===== src/rtl/step_clock_conditioner.sv =====
// Conditions a bouncing push button and run/step switch into a glitch-free,
// single-stepped or free-running CPU clock with an edge counter.
module step_clock_conditioner #(
  parameter int unsigned DEBOUNCE_CYCLES = 32'd500000,
  parameter int unsigned HOLD_CYCLES     = 32'd50000000
) (
  input  logic        clk,
  input  logic        rst,
  input  logic        btn_in,
  input  logic        run_sw,
  output logic        btn_level,
  output logic        run_level,
  output logic        step_pulse,
  output logic        step_clk,
  output logic        busy,
  output logic [15:0] step_count
);

  localparam int unsigned DW = $clog2(DEBOUNCE_CYCLES) + 1;
  localparam int unsigned PW = $clog2(HOLD_CYCLES) + 1;
  localparam logic [DW-1:0] DB_LAST = DW'(DEBOUNCE_CYCLES - 32'd1);
  localparam logic [PW-1:0] PH_LAST = PW'(HOLD_CYCLES - 32'd1);

  typedef enum logic [1:0] {
    IDLE = 2'd0,
    HIGH = 2'd1,
    LOW  = 2'd2
  } state_t;

  // Bit 0 carries the button, bit 1 the run switch.
  logic [1:0]    sync1_q, sync2_q;
  logic [1:0]    level_q, level_d;
  logic [DW-1:0] db_cnt_q [2];
  logic [DW-1:0] db_cnt_d [2];
  logic          btn_prev_q;
  logic          step_pulse_q, step_pulse_d;
  state_t        state_q;
  logic [PW-1:0] phase_q;
  logic          step_clk_q, busy_q;
  logic [15:0]   step_count_q;

  always_ff @(posedge clk or negedge rst) begin
    if (!rst) begin
      sync1_q <= 2'b00;
      sync2_q <= 2'b00;
    end else begin
      sync1_q <= {run_sw, btn_in};
      sync2_q <= sync1_q;
    end
  end

  // A level flips only after DEBOUNCE_CYCLES consecutive disagreeing samples.
  always_comb begin
    level_d     = level_q;
    db_cnt_d[0] = '0;
    db_cnt_d[1] = '0;
    for (int i = 0; i < 2; i++) begin
      if (sync2_q[i] != level_q[i]) begin
        if (db_cnt_q[i] == DB_LAST) begin
          level_d[i]  = ~level_q[i];
          db_cnt_d[i] = '0;
        end else begin
          level_d[i]  = level_q[i];
          db_cnt_d[i] = db_cnt_q[i] + DW'(1);
        end
      end else begin
        level_d[i]  = level_q[i];
        db_cnt_d[i] = '0;
      end
    end
  end

  // Presses arriving outside IDLE or in run mode are dropped, never queued.
  always_comb begin
    step_pulse_d = level_q[0] & ~btn_prev_q & ~level_q[1] & (state_q == IDLE);
  end

  always_ff @(posedge clk or negedge rst) begin
    if (!rst) begin
      level_q      <= 2'b00;
      db_cnt_q[0]  <= '0;
      db_cnt_q[1]  <= '0;
      btn_prev_q   <= 1'b0;
      step_pulse_q <= 1'b0;
    end else begin
      level_q      <= level_d;
      db_cnt_q[0]  <= db_cnt_d[0];
      db_cnt_q[1]  <= db_cnt_d[1];
      btn_prev_q   <= level_q[0];
      step_pulse_q <= step_pulse_d;
    end
  end

  // Phases always run to completion; run_level is only sampled at IDLE and end of LOW.
  always_ff @(posedge clk or negedge rst) begin
    if (!rst) begin
      state_q      <= IDLE;
      phase_q      <= '0;
      step_clk_q   <= 1'b0;
      busy_q       <= 1'b0;
      step_count_q <= 16'h0000;
    end else begin
      case (state_q)
        IDLE: begin
          phase_q <= '0;
          if (step_pulse_q || level_q[1]) begin
            state_q      <= HIGH;
            step_clk_q   <= 1'b1;
            busy_q       <= 1'b1;
            step_count_q <= step_count_q + 16'd1;
          end else begin
            state_q    <= IDLE;
            step_clk_q <= 1'b0;
            busy_q     <= 1'b0;
          end
        end
        HIGH: begin
          busy_q <= 1'b1;
          if (phase_q == PH_LAST) begin
            state_q    <= LOW;
            phase_q    <= '0;
            step_clk_q <= 1'b0;
          end else begin
            state_q    <= HIGH;
            phase_q    <= phase_q + PW'(1);
            step_clk_q <= 1'b1;
          end
        end
        LOW: begin
          if (phase_q == PH_LAST) begin
            phase_q <= '0;
            if (level_q[1]) begin
              state_q      <= HIGH;
              step_clk_q   <= 1'b1;
              busy_q       <= 1'b1;
              step_count_q <= step_count_q + 16'd1;
            end else begin
              state_q    <= IDLE;
              step_clk_q <= 1'b0;
              busy_q     <= 1'b0;
            end
          end else begin
            state_q    <= LOW;
            phase_q    <= phase_q + PW'(1);
            step_clk_q <= 1'b0;
            busy_q     <= 1'b1;
          end
        end
        default: begin
          state_q    <= IDLE;
          phase_q    <= '0;
          step_clk_q <= 1'b0;
          busy_q     <= 1'b0;
        end
      endcase
    end
  end

  assign btn_level  = level_q[0];
  assign run_level  = level_q[1];
  assign step_pulse = step_pulse_q;
  assign step_clk   = step_clk_q;
  assign busy       = busy_q;
  assign step_count = step_count_q;

endmodule


===== config.mk =====
export PLATFORM = sky130hd
export DESIGN_NAME = step_clock_conditioner
export DESIGN_NICKNAME = d
export VERILOG_FILES = /design/src/rtl/step_clock_conditioner.sv
export SDC_FILE = /design/constraint.sdc
export NUM_CORES = 1
export LEC_CHECK = 0
export CAP_MARGIN = 20
export CORE_ASPECT_RATIO = 0.75
export CORE_MARGIN = 5
export CORE_UTILIZATION = 45
export CTS_BUF_LIST = sky130_fd_sc_hd__clkbuf_4
export DETAILED_ROUTE_END_ITERATION = 16
export HOLD_SLACK_MARGIN = 0.15
export PLACE_DENSITY_LB_ADDON = 0.3
export SKIP_CTS_REPAIR_TIMING = 1
export SYNTH_ARGS = -nofsm -noshare
export SYNTH_HDL_FRONTEND = slang
export SYNTH_SLANG_ARGS = --single-unit

===== constraint.sdc =====
create_clock -name clk -period 4.4 [get_ports clk]
set_input_delay 0.66 -clock clk [delete_from_list [all_inputs] [get_ports clk]]
set_output_delay 0.66 -clock clk [all_outputs]
set_load 0.05 [all_outputs]

==> qor.yml <==
pwr:
  fin_total_pwr_w: 0.00152
  powerDensity_nw_per_um2: 301
  power.leakage_nw: 2.18
  ir_drop_mv: 0.263
sta:
  fmax_mhz: 396
  fin_crit_ns: 2.53
  hold_violations: 0
  slew_viol_final: 0
  worst_pin_slew_ns: 0.870
  setup_tns_ns: 0
  period_share_pct: 57.5
  relSlewSlack_pct: 41.6
  fin_worst_skew_ns: 0.0155
  grt_setup_unrepaired: "false"
  setup_viol: 0
  holdWs_ns: 0.261
route:
  routed_wl_mm: 8.43
  postRouteAntennaNets: 0
  dr.pass1.iters: 4
  viasPerCell: 5.26
  vias: 3194
  wl_per_cell_um: 13.9
  drc: 0
  drtIter0Drc: 191
setup_path:
  critPathRequiredTime_ns: 3.74
  crit_start: "level_q[1]"
  cp.arrival_ns: 1.87
  path_buf_inv: 1
  timing.rr.start: "phase_q[0]"
  path_max_fanout: 10
  critPathCaptureType: "output port"
  rrSetupSlack_ns: 1.88
  criticalPathCategory: "reg2out"
  cpMaxStageDelayCell: "clkdlybuf4s50_1"
  cpLargestDelayFamily: "buffers and inverters"
  cp_cell_sequence: "clkdlybuf4s50_1"
  start_kind: "flop"
  critPathMaxStageDelay_ns: 0.87
grt:
  grt_pass1_wl_mm: 14.6
  grtUsageTotal_pct: 14.5
  grt_max_degree: 62
  overflow: 0
  grt_pass1_vias: 2979
  grt_antenna_before_repair: 0
cts:
  cts_root_buf: "clkbuf_4"
  cts_buffers: 9
  cts_tree: "done"
  clk_pin_slew_worst_paths_ns: 0.14
  cts.path.max_buffers: 2
  htree_num_levels: 3
  clkSinkCount: 94
  clock_latency_ns: 0.45
die:
  die_h_um: 96.6
  initial_core_util_pct: 46.4
  fp.dieW_um: 126
  ioPinCount: 25
  design.core.area_um2: 9700
  die-area_um2: 12100
  rows: 31
synthesis:
  synth-async-reset-ratio_pct: 100
  syn_nets: 456
  synth_adder_area_share_pct: 2.22
  syn-cell-area_um2: 4500
  synthDistinctLibCells: 37
  ys_ff_latch: 94
  synth_warnings: 0
  synthCells: 444
  synth_xor_area_share_pct: 15.0
  ys_seq_area_share_pct: 52.2
  synth-edff-count: 0
  syn_area_per_cell_um2: 10.1
  synth.area.top_cells: "dfrtp_1 (52%), xor2_1 (8.6%), nor2_1 (7.1%)"
  synth_top_family_by_area: "simple AND/OR/NAND/NOR gates"
  yosysTopAreaCellShare_pct: 52.2
  ys.flop_type: "dfrtp_1"
  synth_top_area_cell: "dfrtp_1"
  synthMuxAreaShare_pct: 0.750
  synth_compound_area_share_pct: 2.11
  synth-simple-area-share_pct: 26.0
run:
  cap_violations: 0
final_layout:
  layout-drive-gt1-share_pct: 5.47
  fin_util_pct: 52.3
  area_growth_pct: 12.5
  diodes: 0
  final_cell_mix: "dfrtp_1 (94), nor2_1 (85), xor2_1 (44)"
  nets: 484
  layout_commonest_cell: "dfrtp_1"
hold_path:
  min-delay-path-class: "in2async"
place:
  gp_congestion: 0.813
  portBuffers: 24
  hpwlAfterDp_mm: 5.87
status:
  status: "finished clean"
[flip-flops by register name, indices dropped and copies added (netlist names)]
name and count:
phase_q 27, sync1_q 2, btn_prev_q 1, step_clk 1, db_cnt_q 40, step_pulse 1, sync2_q 2, step_count 16
busy 1, state_q 1, level_q 2
[where the power goes]
group / internal (W) / leakage [nW] / switching (W) / total, W
combinational: 0.00000831 / 0.778 / 0.0000265 / 0.0000348
clock: 0.000337 / 0.0995 / 0.000276 / 0.000613
sequential: 0.000870 / 1.30 / 0.00000567 / 0.000876
total: 0.00122 / 2.18 / 0.000308 / 0.00152
[synthesized netlist by cell type, types with 2 or more instances]
cell type	instances
mux2_2	3
a211oi_1	2
or4_1	2
ha_1	8
or2_2	4
and4_1	5
o21ai_0	2
nand2_1	28
and3_1	13
clkbuf_1	7
nor2_1	85
a21oi_1	3
dfrtp_1	94
nor4_1	14
inv_1	10
xnor2_1	33
nor4_4	2
nor4b_1	5
nand3_1	36
or3_1	4
nand4_1	14
xor2_1	44
nor3_1	12
[final timing paths]
kind / to / cells after the start
min in group clk: sync2_q[0] / 0
setup / recovery: run_level / 1
max in group asynchronous: db_cnt_q[38] / 2
hold reg to reg: sync2_q[0] / 0
setup reg to reg: phase_q[8] / 6
hold / removal: step_count[14] / 1
[cells by family (layout without fill, tap and decap cells)]
kind of cell | Yosys count | in the layout
multiplexers | 3 | 3
adder cells (fa/ha/maj) | 8 | 8
buffers and inverters | 18 | 49
AO/OA/AOI/OAI | 13 | 13
AND/OR/NAND/NOR | 231 | 231
flip-flops | 94 | 94
XOR/XNOR | 77 | 77
[layout make-up]
cell class,instances,area (um^2)
tap,132,165
fill,869,4630
clock buffer,9,67.6
clock inverter,5,124
timing repair buffer,25,245
inverter,10,37.5
sequential,94,2350
multi-input combinational,332,2080
[routing by layer]
layer	GRT usage [%]	vias to the layer above	wire length, um
met4	3.92	0	93
met5	0	-	0
met2	19.8	51	3530
met3	4.46	7	379
met1	21.9	1561	4430
li1	-	1575	-
[through the flow]
stage	std cells	worst slack (ns)	area [um^2]
after floorplan	444	2.13	4500
after global placement	593	2.04	4880
after detailed placement	593	1.89	4880
after CTS	607	1.83	5070
after global routing	607	1.62	5070
final	607	1.87	5070
(Power assumes the default switching activity.)
